--- src/rtl/pipeline_hazard_controller.sv ---
// rtl/pipeline_hazard_controller.sv - stall/flush sequencer for the 5-stage RV32IM pipeline
module pipeline_hazard_controller #(
  parameter int DIV_CYCLES = 32,
  parameter int CNT_W      = 32
) (
  input  logic             CLK,
  input  logic             RESET,
  input  logic             BJ_SIG,
  input  logic             LU_HAZ_SIG,
  input  logic             IMEM_BUSY,
  input  logic             DMEM_BUSY,
  input  logic             MDU_START,
  output logic             PC_HOLD,
  output logic             IF_ID_HOLD,
  output logic             ID_EX_HOLD,
  output logic             EX_MEM_HOLD,
  output logic             IF_ID_RES,
  output logic             ID_EX_RES,
  output logic             EX_MEM_RES,
  output logic             MEM_WB_RES,
  output logic             MDU_BUSY,
  output logic             MDU_DONE,
  output logic [CNT_W-1:0] STALL_CNT
);

  localparam int DCW = (DIV_CYCLES > 1) ? $clog2(DIV_CYCLES) : 1;

  localparam logic [1:0] ST_IDLE = 2'd0;
  localparam logic [1:0] ST_RUN  = 2'd1;
  localparam logic [1:0] ST_DONE = 2'd2;

  localparam logic [DCW-1:0]   DIV_LOAD = DCW'(DIV_CYCLES - 1);
  localparam logic [CNT_W-1:0] CNT_MAX  = '1;

  logic [1:0]       state_q, state_d;
  logic [DCW-1:0]   div_cnt_q, div_cnt_d;
  logic             fp_q, fp_d;
  logic [CNT_W-1:0] stall_cnt_q, stall_cnt_d;
  logic             div_stall;

  // The div stall covers the first-seen cycle in IDLE plus every RUN cycle.
  assign div_stall = ((state_q == ST_IDLE) && MDU_START) || (state_q == ST_RUN);

  // Priority arbitration of hold/bubble controls and the pending-discard flag.
  always_comb begin
    PC_HOLD     = 1'b0;
    IF_ID_HOLD  = 1'b0;
    ID_EX_HOLD  = 1'b0;
    EX_MEM_HOLD = 1'b0;
    IF_ID_RES   = 1'b0;
    ID_EX_RES   = 1'b0;
    EX_MEM_RES  = 1'b0;
    MEM_WB_RES  = 1'b0;
    fp_d        = fp_q;
    if (RESET) begin
      IF_ID_RES  = 1'b1;
      ID_EX_RES  = 1'b1;
      EX_MEM_RES = 1'b1;
      MEM_WB_RES = 1'b1;
      fp_d       = 1'b0;
    end else if (DMEM_BUSY) begin
      // Freeze everything up to MEM; a branch in EX is re-evaluated on release.
      PC_HOLD     = 1'b1;
      IF_ID_HOLD  = 1'b1;
      ID_EX_HOLD  = 1'b1;
      EX_MEM_HOLD = 1'b1;
      MEM_WB_RES  = 1'b1;
    end else if (div_stall) begin
      PC_HOLD    = 1'b1;
      IF_ID_HOLD = 1'b1;
      ID_EX_HOLD = 1'b1;
      EX_MEM_RES = 1'b1;
    end else if (BJ_SIG) begin
      // PC loads the target even with a fetch outstanding; that fetch is stale.
      IF_ID_RES = 1'b1;
      ID_EX_RES = 1'b1;
      if (IMEM_BUSY) begin
        fp_d = 1'b1;
      end
    end else if (LU_HAZ_SIG) begin
      PC_HOLD    = 1'b1;
      IF_ID_HOLD = 1'b1;
      ID_EX_RES  = 1'b1;
    end else if (IMEM_BUSY) begin
      PC_HOLD   = 1'b1;
      IF_ID_RES = 1'b1;
    end else if (fp_q) begin
      // Wrong-path fetch returning now: drop it and keep the PC on the target.
      PC_HOLD   = 1'b1;
      IF_ID_RES = 1'b1;
      fp_d      = 1'b0;
    end
  end

  // Divider occupancy FSM; RUN counts down regardless of memory stalls.
  always_comb begin
    state_d   = state_q;
    div_cnt_d = div_cnt_q;
    case (state_q)
      ST_IDLE: begin
        if (MDU_START && !DMEM_BUSY) begin
          state_d   = ST_RUN;
          div_cnt_d = DIV_LOAD;
        end
      end
      ST_RUN: begin
        if (div_cnt_q == '0) begin
          state_d = ST_DONE;
        end else begin
          div_cnt_d = div_cnt_q - 1'b1;
        end
      end
      ST_DONE: begin
        if (!DMEM_BUSY) begin
          state_d = ST_IDLE;
        end
      end
      default: state_d = ST_IDLE;
    endcase
  end

  // Stall cycle counter, saturating at all-ones.
  always_comb begin
    stall_cnt_d = stall_cnt_q;
    if (PC_HOLD && (stall_cnt_q != CNT_MAX)) begin
      stall_cnt_d = stall_cnt_q + 1'b1;
    end
  end

  assign MDU_BUSY  = !RESET && (state_q == ST_RUN);
  assign MDU_DONE  = !RESET && (state_q == ST_DONE);
  assign STALL_CNT = stall_cnt_q;

  // State registers with synchronous active-high reset.
  always_ff @(posedge CLK) begin
    if (RESET) begin
      state_q     <= ST_IDLE;
      div_cnt_q   <= '0;
      fp_q        <= 1'b0;
      stall_cnt_q <= '0;
    end else begin
      state_q     <= state_d;
      div_cnt_q   <= div_cnt_d;
      fp_q        <= fp_d;
      stall_cnt_q <= stall_cnt_d;
    end
  end

endmodule

--- config.mk ---
export PLATFORM = sky130hd
export DESIGN_NAME = pipeline_hazard_controller
export DESIGN_NICKNAME = d
export VERILOG_FILES = /design/src/rtl/pipeline_hazard_controller.sv
export SDC_FILE = /design/constraint.sdc
export NUM_CORES = 1
export LEC_CHECK = 0
export BUFFER_PORTS_ARGS = -buffer_cell sky130_fd_sc_hd__buf_2
export CAP_MARGIN = 20
export CELL_PAD_IN_SITES_DETAIL_PLACEMENT = 2
export CELL_PAD_IN_SITES_GLOBAL_PLACEMENT = 2
export CORE_ASPECT_RATIO = 0.6
export CORE_UTILIZATION = 33
export DETAILED_ROUTE_END_ITERATION = 10
export HOLD_SLACK_MARGIN = 0.02
export PLACE_DENSITY_LB_ADDON = 0.1
export SKIP_CTS_REPAIR_TIMING = 1
export SYNTH_ARGS = -nofsm -noshare
export SYNTH_HDL_FRONTEND = slang
export SYNTH_SLANG_ARGS = --single-unit
--- constraint.sdc ---
create_clock -name CLK -period 6.2 [get_ports CLK]
set_input_delay 1.24 -clock CLK [delete_from_list [all_inputs] [get_ports CLK]]
set_output_delay 1.24 -clock CLK [all_outputs]
set_load 0.02 [all_outputs]
==> results of run 1 <==
-- where the power goes --
| group | switching, uW | total [uW] | internal, uW |
|---|---|---|---|
| combinational | 44.1 | 67.4 | 23.3 |
| sequential | 8.10 | 272 | 264 |
| clock | 97.0 | 186 | 89.0 |
| total | 149 | 526 | 376 |
-- worst register-to-register path, stage by stage (launching register included) --
cell	delay, ps
dfxtp_1	420
ha_1	240
nand4_1	170
or4_4	530
o31ai_4	400
buf_4	410
nor4b_1	130
mux2_4	310
-- cells in the final DEF (no fill, tap or decap), types with 2 or more instances in the layout --
master,instances
or3_1,15
nand2b_1,3
xor2_1,2
mux2i_1,2
o21ai_0,16
buf_2,48
nor2_1,21
nand4_1,9
clkbuf_8,6
ha_1,2
or4_1,12
or2_2,5
or3b_2,3
nand3_1,11
inv_1,11
nor4_1,2
nor2b_1,2
a21oi_1,32
nand2_1,12
o31ai_1,12
nor3_1,5
dfxtp_1,40
clkinv_2,2
o21bai_1,2
xnor2_1,3
-- synth_stat cells (all sizes together) (2+ instances only) --
library cell and instances:
dfxtp 40, a21oi 32, nor2 21, o21ai 17, or3 15, o31ai 13
or4 13, nand2 12, inv 11, nand3 11, nand4 10, clkbuf 6
buf 5, nor3 5, or2 5, nand2b 3, nor4 3, or3b 3
xnor2 3, ha 2, mux2i 2, nor2b 2, o21bai 2, xor2 2
-- final cells by class --
type | instances | area [sq um] | area share
clock buffer | 6 | 82.6 | 0.0336
clock inverter | 2 | 10.0 | 0.00407
inverter | 11 | 41.3 | 0.0168
multi-input combinational | 189 | 1170 | 0.476
sequential | 40 | 801 | 0.326
tap | 84 | 105 | 0.0427
timing repair buffer | 49 | 248 | 0.101
-- kinds of logic after synthesis --
family,share of synthesized area
AND/OR/NAND/NOR,0.300
AO/OA/AOI/OAI,0.212
flip-flops,0.384
buffers and inverters,0.0540
XOR/XNOR,0.0210
multiplexers,0.0168
adder cells (fa/ha/maj),0.0120
-- worst max path at each step --
stage	startpoint	to
after floorplan	MDU_START	IF_ID_RES
after global placement	RESET	PC_HOLD
after detailed placement	RESET	PC_HOLD
after CTS	RESET	PC_HOLD
after global routing	RESET	PC_HOLD
final	RESET	PC_HOLD
-- routing by layer --
layer  routed length (microns)  vias to the layer above  global-route usage
met5                         0                        -                   0
met4                        70                        0              0.0581
met3                       246                        8              0.0435
met2                      2500                       40               0.289
met1                      3290                     1016               0.282
li1                          -                     1022                   -
-- through the flow --
| stage | hold slack [ps] | util | cells |
|---|---|---|---|
| floorplan | 472 | - | 251 |
| global placement | 483 | 0.387 | 373 |
| detailed placement | 503 | 0.387 | 373 |
| CTS | 514 | 0.402 | 381 |
| global route | 554 | 0.402 | 381 |
| finish | 511 | 0.402 | 381 |
-- registers in the layout, summed over array words and instances, names as in the netlist --
signal,cells
STALL_CNT,32
div_cnt_q,5
fp_q,1
state_q,2
==> results.json, run 1 <==
{
  "min_path_cells": 2,
  "grt_max_degree": 51,
  "clk-insertion-delay-late_ps": 300,
  "yosys_warnings": 0,
  "critical-path-top-delay-family": "buffers and inverters",
  "antenna_cells": 0,
  "rr_endpoint": "STALL_CNT[17]",
  "cts_tree": "yes",
  "dr.pass1.iters": 4,
  "r2r_setup_slack_ps": 3500,
  "clk_path_buf_depth": 2,
  "hp-class": "reg2reg",
  "die_x_microns": 105,
  "cp.required_ps": 4960,
  "gp_congestion": 0.749,
  "dp_slack_ps": 2280,
  "slew_headroom": 0.352,
  "fp.dieArea_sq_mm": 0.00665,
  "port_buffers": 48,
  "overflow": 0,
  "ys.flop_type": "dfxtp_1",
  "cts_buffers": 5,
  "syn_area_per_cell_sq_um": 8.30,
  "syn-cell-area_sq_mm": 0.00208,
  "worst-path-max-fanout": 50,
  "fin_crit_sh": 0.630,
  "hold_violations": 0,
  "stdcell_area_sq_mm": 0.00246,
  "nNetsFinal": 305,
  "timing.rr.start": "STALL_CNT[0]",
  "syn_inst": 251,
  "setup_viol": 0,
  "initial_utilization": 0.341,
  "pin_count": 49,
  "drt.antenna.violating_nets": 0,
  "worstPathBufferInverterCount": 2,
  "track_usage": 0.196,
  "grt_first_pass_wirelength_microns": 10400,
  "period_needed_ps": 3900,
  "synthArstFlopShare": 0,
  "tns_ps": 0,
  "p_leak_uw": 0.000897,
  "power_uw": 526,
  "cp-end-kind": "primary output",
  "yosysTopAreaCellShare": 0.384,
  "grt_pass1_vias": 2024,
  "fillCellCount": 735,
  "skew_ps": 7.74,
  "drc": 0,
  "path_cells": "buf_2 > or2_2 > o221ai_2 > buf_2",
  "syn2layout_area_growth_pct": 17.9,
  "min_to": "STALL_CNT[20]",
  "synthTopCellsByArea": "dfxtp_1 38%, a21oi_1 7.7%, or3_1 4.5%",
  "synth.distinct_cells": 43,
  "hpwl_microns": 4310,
  "cp-start-kind": "input pin",
  "setup_ws_ps": 2300,
  "slowest_stage": "buf_2",
  "crit_top_cell": "buf_2",
  "fmax_mhz": 256,
  "hold_path_startpoint": "STALL_CNT[20]",
  "worst_pin_slew_ps": 972,
  "cp_data_arrival_time_ps": 2660,
  "synth-seq-area-share": 0.384,
  "ctsRootBufferMaster": "clkbuf_8",
  "drv_slew": 0,
  "placementRows": 22,
  "drv_cap": 0,
  "cp_slowest_stage_delay_ps": 720,
  "path_clk_slew_ps": 80,
  "die_y_microns": 63.6,
  "ir_drop_mv": 0.0684,
  "cts.sinks": 40,
  "wl_per_cell_microns": 16.0,
  "synth_nets": 260,
  "drt_iter0_markers": 34,
  "synth_top_area_cell": "dfxtp_1",
  "rr_worst_depth": 7,
  "drive_above_1_share": 0.242,
  "htree_levels": 2,
  "core_sq_mm": 0.00611,
  "crit_cells": 4,
  "synth-seq-cells": 40,
  "grt_antenna_before_repair": 0,
  "place_area_sq_mm": 0.00237,
  "routed_wirelength_microns": 6100,
  "outcome": "completed",
  "rsz0062_at_grt": "false",
  "crit_type": "in2out",
  "p_per_area_mw_per_mm2": 214,
  "vias_per_cell": 5.48,
  "via_count": 2086,
  "synth_edf_count": 0
}
Power figures use the tool's default switching activity.
==> run 2: changes to the inputs <==
--- a/config.mk
+++ b/config.mk
@@ -5,12 +5,13 @@
 export SDC_FILE = /design/constraint.sdc
 export NUM_CORES = 1
 export LEC_CHECK = 0
+export ABC_AREA = 1
 export BUFFER_PORTS_ARGS = -buffer_cell sky130_fd_sc_hd__buf_2
 export CAP_MARGIN = 20
 export CELL_PAD_IN_SITES_DETAIL_PLACEMENT = 2
 export CELL_PAD_IN_SITES_GLOBAL_PLACEMENT = 2
 export CORE_ASPECT_RATIO = 0.6
-export CORE_UTILIZATION = 33
+export CORE_UTILIZATION = 26
 export DETAILED_ROUTE_END_ITERATION = 10
 export HOLD_SLACK_MARGIN = 0.02
 export PLACE_DENSITY_LB_ADDON = 0.1
==> constraint.sdc (replaced) <==
create_clock -name CLK -period 3.35 [get_ports CLK]
set_input_delay 0.67 -clock CLK [delete_from_list [all_inputs] [get_ports CLK]]
set_output_delay 0.67 -clock CLK [all_outputs]
set_load 0.02 [all_outputs]
==> run 2 against run 1 <==
Sequential power is 92% higher. Design area is 20% higher. Cell count is 52% higher. Total power is 120% higher. Non-clock buffer count is 1 higher. Setup slack worse by 1200 ps. Synthesized cell count is 61% higher. Critical path type is now reg2reg. Count of clock-buffer cells in the layout stayed put. Critical endpoint is now STALL_CNT[0].
==> results.json, run 2 <==
{
  "cp_slowest_stage_delay_ps": 380,
  "core_sq_mm": 0.00919,
  "setup_ws_ps": 1100,
  "clk-insertion-delay-late_ps": 290,
  "path_clk_slew_ps": 60,
  "antenna_cells": 0,
  "drt_iter0_markers": 131,
  "grt_use_met2": 0.296,
  "period_needed_ps": 2250,
  "slew_headroom": 0.602,
  "cp-end-kind": "flip-flop",
  "die_y_microns": 77.5,
  "seq_power_share": 0.449,
  "p_comb_frac": 0.149,
  "drv_slew": 0,
  "top_usage_layer": "met2",
  "htree_levels": 2,
  "worstPathBufferInverterCount": 1,
  "yosys-top-cells-count": "158 x nand2_1, 64 x nor2_1, 40 x dfxtp_1",
  "rr_endpoint": "STALL_CNT[0]",
  "critical-path-top-delay-family": "simple AND/OR/NAND/NOR gates",
  "overflow": 0,
  "cts.sinks": 40,
  "slowest_stage": "dfxtp_1",
  "synth_top_area_cell": "dfxtp_1",
  "hold_path_startpoint": "fp_q",
  "fmax_mhz": 444,
  "ctsRootBufferMaster": "clkbuf_16",
  "grt_use_met3": 0.0352,
  "outcome": "completed",
  "dp_slack_ps": 848,
  "p_per_area_mw_per_mm2": 394,
  "synth.distinct_cells": 27,
  "cts_buffers": 5,
  "via_count": 2687,
  "pin_count": 49,
  "drt.antenna.violating_nets": 0,
  "clk_path_buf_depth": 2,
  "drv_cap": 0,
  "grt_max_degree": 35,
  "die_x_microns": 128,
  "cp-start-kind": "flip-flop",
  "min_path_cells": 2,
  "synth-seq-area-share": 0.324,
  "nNetsFinal": 460,
  "crit_type": "reg2reg",
  "dr.pass1.iters": 4,
  "cp_data_arrival_time_ps": 2430,
  "final_common_cell": "nand2_1",
  "gr-usage-met1": 0.290,
  "power.switching_uw": 344,
  "placementRows": 27,
  "synthTopCellsByArea": "dfxtp_1 32%, nand2_1 24%, nor2_1 9.7%",
  "r2r_setup_slack_ps": 1100,
  "syn_inst": 405,
  "swShare": 0.296,
  "routed_wirelength_microns": 9110,
  "vias_per_cell": 4.62,
  "gp_congestion": 0.818,
  "syn-cell-area_sq_mm": 0.00247,
  "cts_tree": "yes",
  "grt_pass1_vias": 2821,
  "setup_viol": 0,
  "synthArstFlopShare": 0,
  "largest_reg_flops": 32,
  "p_leak_uw": 0.00128,
  "rr_worst_depth": 10,
  "syn2layout_area_growth_pct": 19.7,
  "ir_drop_mv": 0.166,
  "fp.dieArea_sq_mm": 0.00991,
  "ys.flop_type": "dfxtp_1",
  "track_usage": 0.196,
  "worst_pin_slew_ps": 595,
  "yosysMostFrequentCell": "nand2_1",
  "yosys_warnings": 0,
  "rsz0062_at_grt": "false",
  "path_cells": "ha_1 > nand2_1 > nor2_4 > nand2_4 > nor2_8 > nand2_2 > nand2_4 > inv_2 > nor2_1 > nor2_1",
  "drive_above_1_share": 0.155,
  "synth-seq-cells": 40,
  "hpwl_microns": 6920,
  "skew_ps": 5.62,
  "initial_utilization": 0.269,
  "worst-path-max-fanout": 34,
  "hp-class": "reg2reg",
  "grt_antenna_before_repair": 0,
  "cp.required_ps": 3530,
  "drc": 0,
  "timing.rr.start": "STALL_CNT[0]",
  "wl_per_cell_microns": 15.7,
  "tns_ps": 0,
  "synth_edf_count": 0,
  "hold_violations": 0,
  "p_int_uw": 819,
  "syn_area_per_cell_sq_um": 6.10,
  "synth_nets": 414,
  "port_buffers": 48,
  "layout_common_cells": "158 x nand2_1, 64 x nor2_1, 48 x buf_2, 40 x dfxtp_1, 32 x inv_1",
  "fin_crit_sh": 0.672,
  "yosysTopAreaCellShare": 0.324,
  "grt_first_pass_wirelength_microns": 15000,
  "pwr-share-clk": 0.402,
  "min_to": "fp_q"
}
==> run 2: cell count changes after synthesis, sizes merged, moves of 4 or more <==
cell	before	now
a21oi	32	28
inv	11	34
o31ai	13	0
or4	13	0
nor2	21	70
or2	5	0
nand2	12	162
or3	15	0
nand4	10	1
xor2	2	15
nand3b	0	7
==> run 2: logic make-up (layout without fill, tap and decap cells) <==
kind of cell / count (synthesis) / in the layout / synth area share
and+or+nand+nor: 255 / 255 / 0.429
buffers and inverters: 45 / 91 / 0.0785
DFF: 40 / 40 / 0.324
xor gates and xnor gates: 17 / 17 / 0.0603
AOI/OAI and AO/OA: 46 / 46 / 0.0983
adders and majority gates: 2 / 2 / 0.0101
==> run 2: final cells by class <==
class	count	area [sq um]
repair buffers	50	255
multi-input cells	320	1480
clock inverters	1	5.00
clock buffers	6	129
flip-flops and latches	40	801
fillers	1163	6230
inverters	34	128
well taps	130	163
==> run 2: worst max path at each step <==
stage,start,endpoint,slack (ps),cells past startpoint
floorplan,MDU_START,IF_ID_RES,1150,5
global placement,RESET,STALL_CNT[22],990,10
detailed placement,BJ_SIG,STALL_CNT[22],850,11
CTS,STALL_CNT[0],STALL_CNT[0],1050,10
global route,STALL_CNT[18],STALL_CNT[0],840,9
finish,STALL_CNT[0],STALL_CNT[0],1100,10
==> run 2: power by group through the flow <==
stage               clock network (uW)  logic [uW]  registers [uW]
floorplan                            0         112             539
global placement                     0         169             531
detailed placement                   0         175             533
CTS                                486         176             523
global route                       513         196             526
finish                             468         173             522
==> run 2: routing by layer <==
layer / part of all wire / routed length, microns / vias up
met3: 0.026 / 238 / 7
met1: 0.56 / 5130 / 1290
li1: - / - / 1352
met5: 0 / 0 / -
met2: 0.40 / 3680 / 38
met4: 0.0068 / 62 / 0
==> run 2: stage by stage <==
stage | hold slack, ps | power, uW | util | std cells | cell area (sq um)
6_report | 506 | 1160 | 0.322 | 581 | 2960
5_1_grt | 542 | 1240 | 0.322 | 581 | 2960
4_1_cts | 518 | 1190 | 0.322 | 581 | 2960
3_5_place_dp | 507 | 708 | 0.307 | 574 | 2820
3_3_place_gp | 482 | 700 | 0.307 | 574 | 2820
2_1_floorplan | 450 | 651 | - | 405 | 2470
==> run 2: tightest hold or removal path: stages (launching register included) <==
cell and delay [ps]:
dfxtp_1 310, o21ai_0 80, a21oi_1 70
==> run 3: changes to the inputs <==
--- a/config.mk
+++ b/config.mk
@@ -11,7 +11,7 @@
 export CELL_PAD_IN_SITES_DETAIL_PLACEMENT = 2
 export CELL_PAD_IN_SITES_GLOBAL_PLACEMENT = 2
 export CORE_ASPECT_RATIO = 0.6
-export CORE_UTILIZATION = 26
+export CORE_UTILIZATION = 28
 export DETAILED_ROUTE_END_ITERATION = 10
 export HOLD_SLACK_MARGIN = 0.02
 export PLACE_DENSITY_LB_ADDON = 0.1
==> constraint.sdc (replaced) <==
create_clock -name CLK -period 2.3 [get_ports CLK]
set_input_delay 0.46 -clock CLK [delete_from_list [all_inputs] [get_ports CLK]]
set_output_delay 0.46 -clock CLK [all_outputs]
set_load 0.02 [all_outputs]
==> run 3 against run 2 <==
Clock power up 55%. Maximum frequency up 14%. Non-clock buffer count up 10. Routed wire length up 1.4%. Total power up 50%. Count of clock-buffer cells in the layout unchanged. Sequential share of layout area down 0.71 points. Design area up 2.7%. Clock skew down 2.9 ps. Cell count down 1.2%. First-iteration DRC count down 42%. Global-route usage up 1.7 points.
==> results.json, run 3 (synthesis results as in run 2) <==
{
  "ir_drop_mv": 0.301,
  "hold_ws_ps": 429,
  "die_x_microns": 123,
  "p_leak_uw": 0.00135,
  "wl_per_cell_microns": 16.1,
  "path_clk_slew_ps": 60,
  "fp.dieArea_sq_mm": 0.00921,
  "cts_buffers": 5,
  "worst_pin_slew_ps": 527,
  "dp_cells": 566,
  "drt_iter0_markers": 76,
  "nNetsFinal": 470,
  "cp.required_ps": 2510,
  "fin_crit_sh": 0.859,
  "rsz0062_at_grt": "false",
  "instances_no_fill": 574,
  "via_count": 2744,
  "initial_utilization": 0.290,
  "drv_slew": 0,
  "grt_antenna_before_repair": 0,
  "drc": 0,
  "drv_cap": 0,
  "critical-path-top-delay-family": "simple AND/OR/NAND/NOR gates",
  "placementRows": 26,
  "hp-class": "in2reg",
  "rr_worst_depth": 10,
  "cp-end-kind": "flip-flop",
  "pin_count": 49,
  "ctsRootBufferMaster": "clkbuf_16",
  "crit_type": "reg2reg",
  "htree_levels": 2,
  "drive_above_1_share": 0.177,
  "p_per_area_mw_per_mm2": 575,
  "setup_viol": 0,
  "cp_slowest_stage_delay_ps": 380,
  "cp_data_arrival_time_ps": 2190,
  "outcome": "completed",
  "min_path_cells": 3,
  "grt_max_degree": 34,
  "slowest_stage": "dfxtp_1",
  "gp_congestion": 0.838,
  "cp-start-kind": "flip-flop",
  "core_sq_mm": 0.00852,
  "track_usage": 0.214,
  "clk-insertion-delay-late_ps": 290,
  "hold_violations": 0,
  "stdcell_area_sq_mm": 0.00304,
  "worst-path-max-fanout": 33,
  "antenna_cells": 0,
  "vias_per_cell": 4.78,
  "slew_headroom": 0.648,
  "port_buffers": 48,
  "period_needed_ps": 1980,
  "crit_cells": 10,
  "routed_wirelength_microns": 9240,
  "overflow": 0,
  "worstPathBufferInverterCount": 1,
  "largest_reg_flops": 32,
  "place_area_sq_mm": 0.00289,
  "die_y_microns": 74.8,
  "grt_pass1_vias": 2836,
  "fmax_mhz": 506,
  "drt.antenna.violating_nets": 0,
  "grt_first_pass_wirelength_microns": 14700,
  "final_common_cell": "nand2_1",
  "clk_path_buf_depth": 2,
  "power_uw": 1750,
  "layout_common_cells": "158 x nand2_1, 64 x nor2_1, 48 x buf_2, 40 x dfxtp_1, 32 x inv_1",
  "cts_tree": "yes",
  "tns_ps": 0,
  "skew_ps": 2.70,
  "syn2layout_area_growth_pct": 22.9,
  "cts.sinks": 40,
  "hpwl_microns": 7320,
  "dr.pass1.iters": 4,
  "path_cells": "ha_1 > nand2_1 > nor2_4 > nand2_4 > nor2_8 > nand2_2 > nand2_4 > buf_4 > nand2_1 > a21oi_1"
}
==> run 3: cell types whose count changed in the layout (fill, tap and decap cells not counted) <==
cell	before	now
clkinv_2	1	2
clkbuf_8	0	1
clkbuf_1	1	0
buf_4	2	11
buf_12	0	1
==> run 3: path summary, 6_finish.rpt <==
kind | from | endpoint | slack (ps)
setup / recovery | STALL_CNT[0] | STALL_CNT[27] | 320
hold / removal | DMEM_BUSY | state_q[1] | 430
setup reg to reg | STALL_CNT[0] | STALL_CNT[27] | 320
hold reg to reg | div_cnt_q[4] | div_cnt_q[4] | 500
==> run 3: cell type report <==
type / instances / area [sq um]
Clock buffer: 6 / 139
Clock inverter: 2 / 10.0
Fill cell: 1088 / 5490
Inverter: 34 / 128
Multi-Input combinational cell: 320 / 1480
Sequential cell: 40 / 801
Tap cell: 112 / 140
Timing Repair Buffer: 60 / 343
==> run 3: per-layer routing <==
metal,up-vias,track usage,share of wire
met3,6,0.0417,0.038
met4,0,0.0361,0.0050
li1,1363,-,-
met2,49,0.342,0.42
met5,-,0,0
met1,1326,0.302,0.54
==> run 3: stage by stage <==
| stage | setup slack, ps | util |
|---|---|---|
| after floorplan | 469 | - |
| after global placement | 420 | 0.339 |
| after detailed placement | 282 | 0.339 |
| after CTS | 257 | 0.356 |
| after global routing | 130 | 0.356 |
| final | 323 | 0.356 |
==> run 3: worst min-delay path, cell delays in order <==
cell and delay, ps:
buf_2 100, nand2_1 50, o21ai_0 70
==> run 3: report_power, final <==
group          internal, uW  total [uW]  switching (uW)
registers               724         758            34.3
clock network           428         726             297
logic                  82.1         263             181
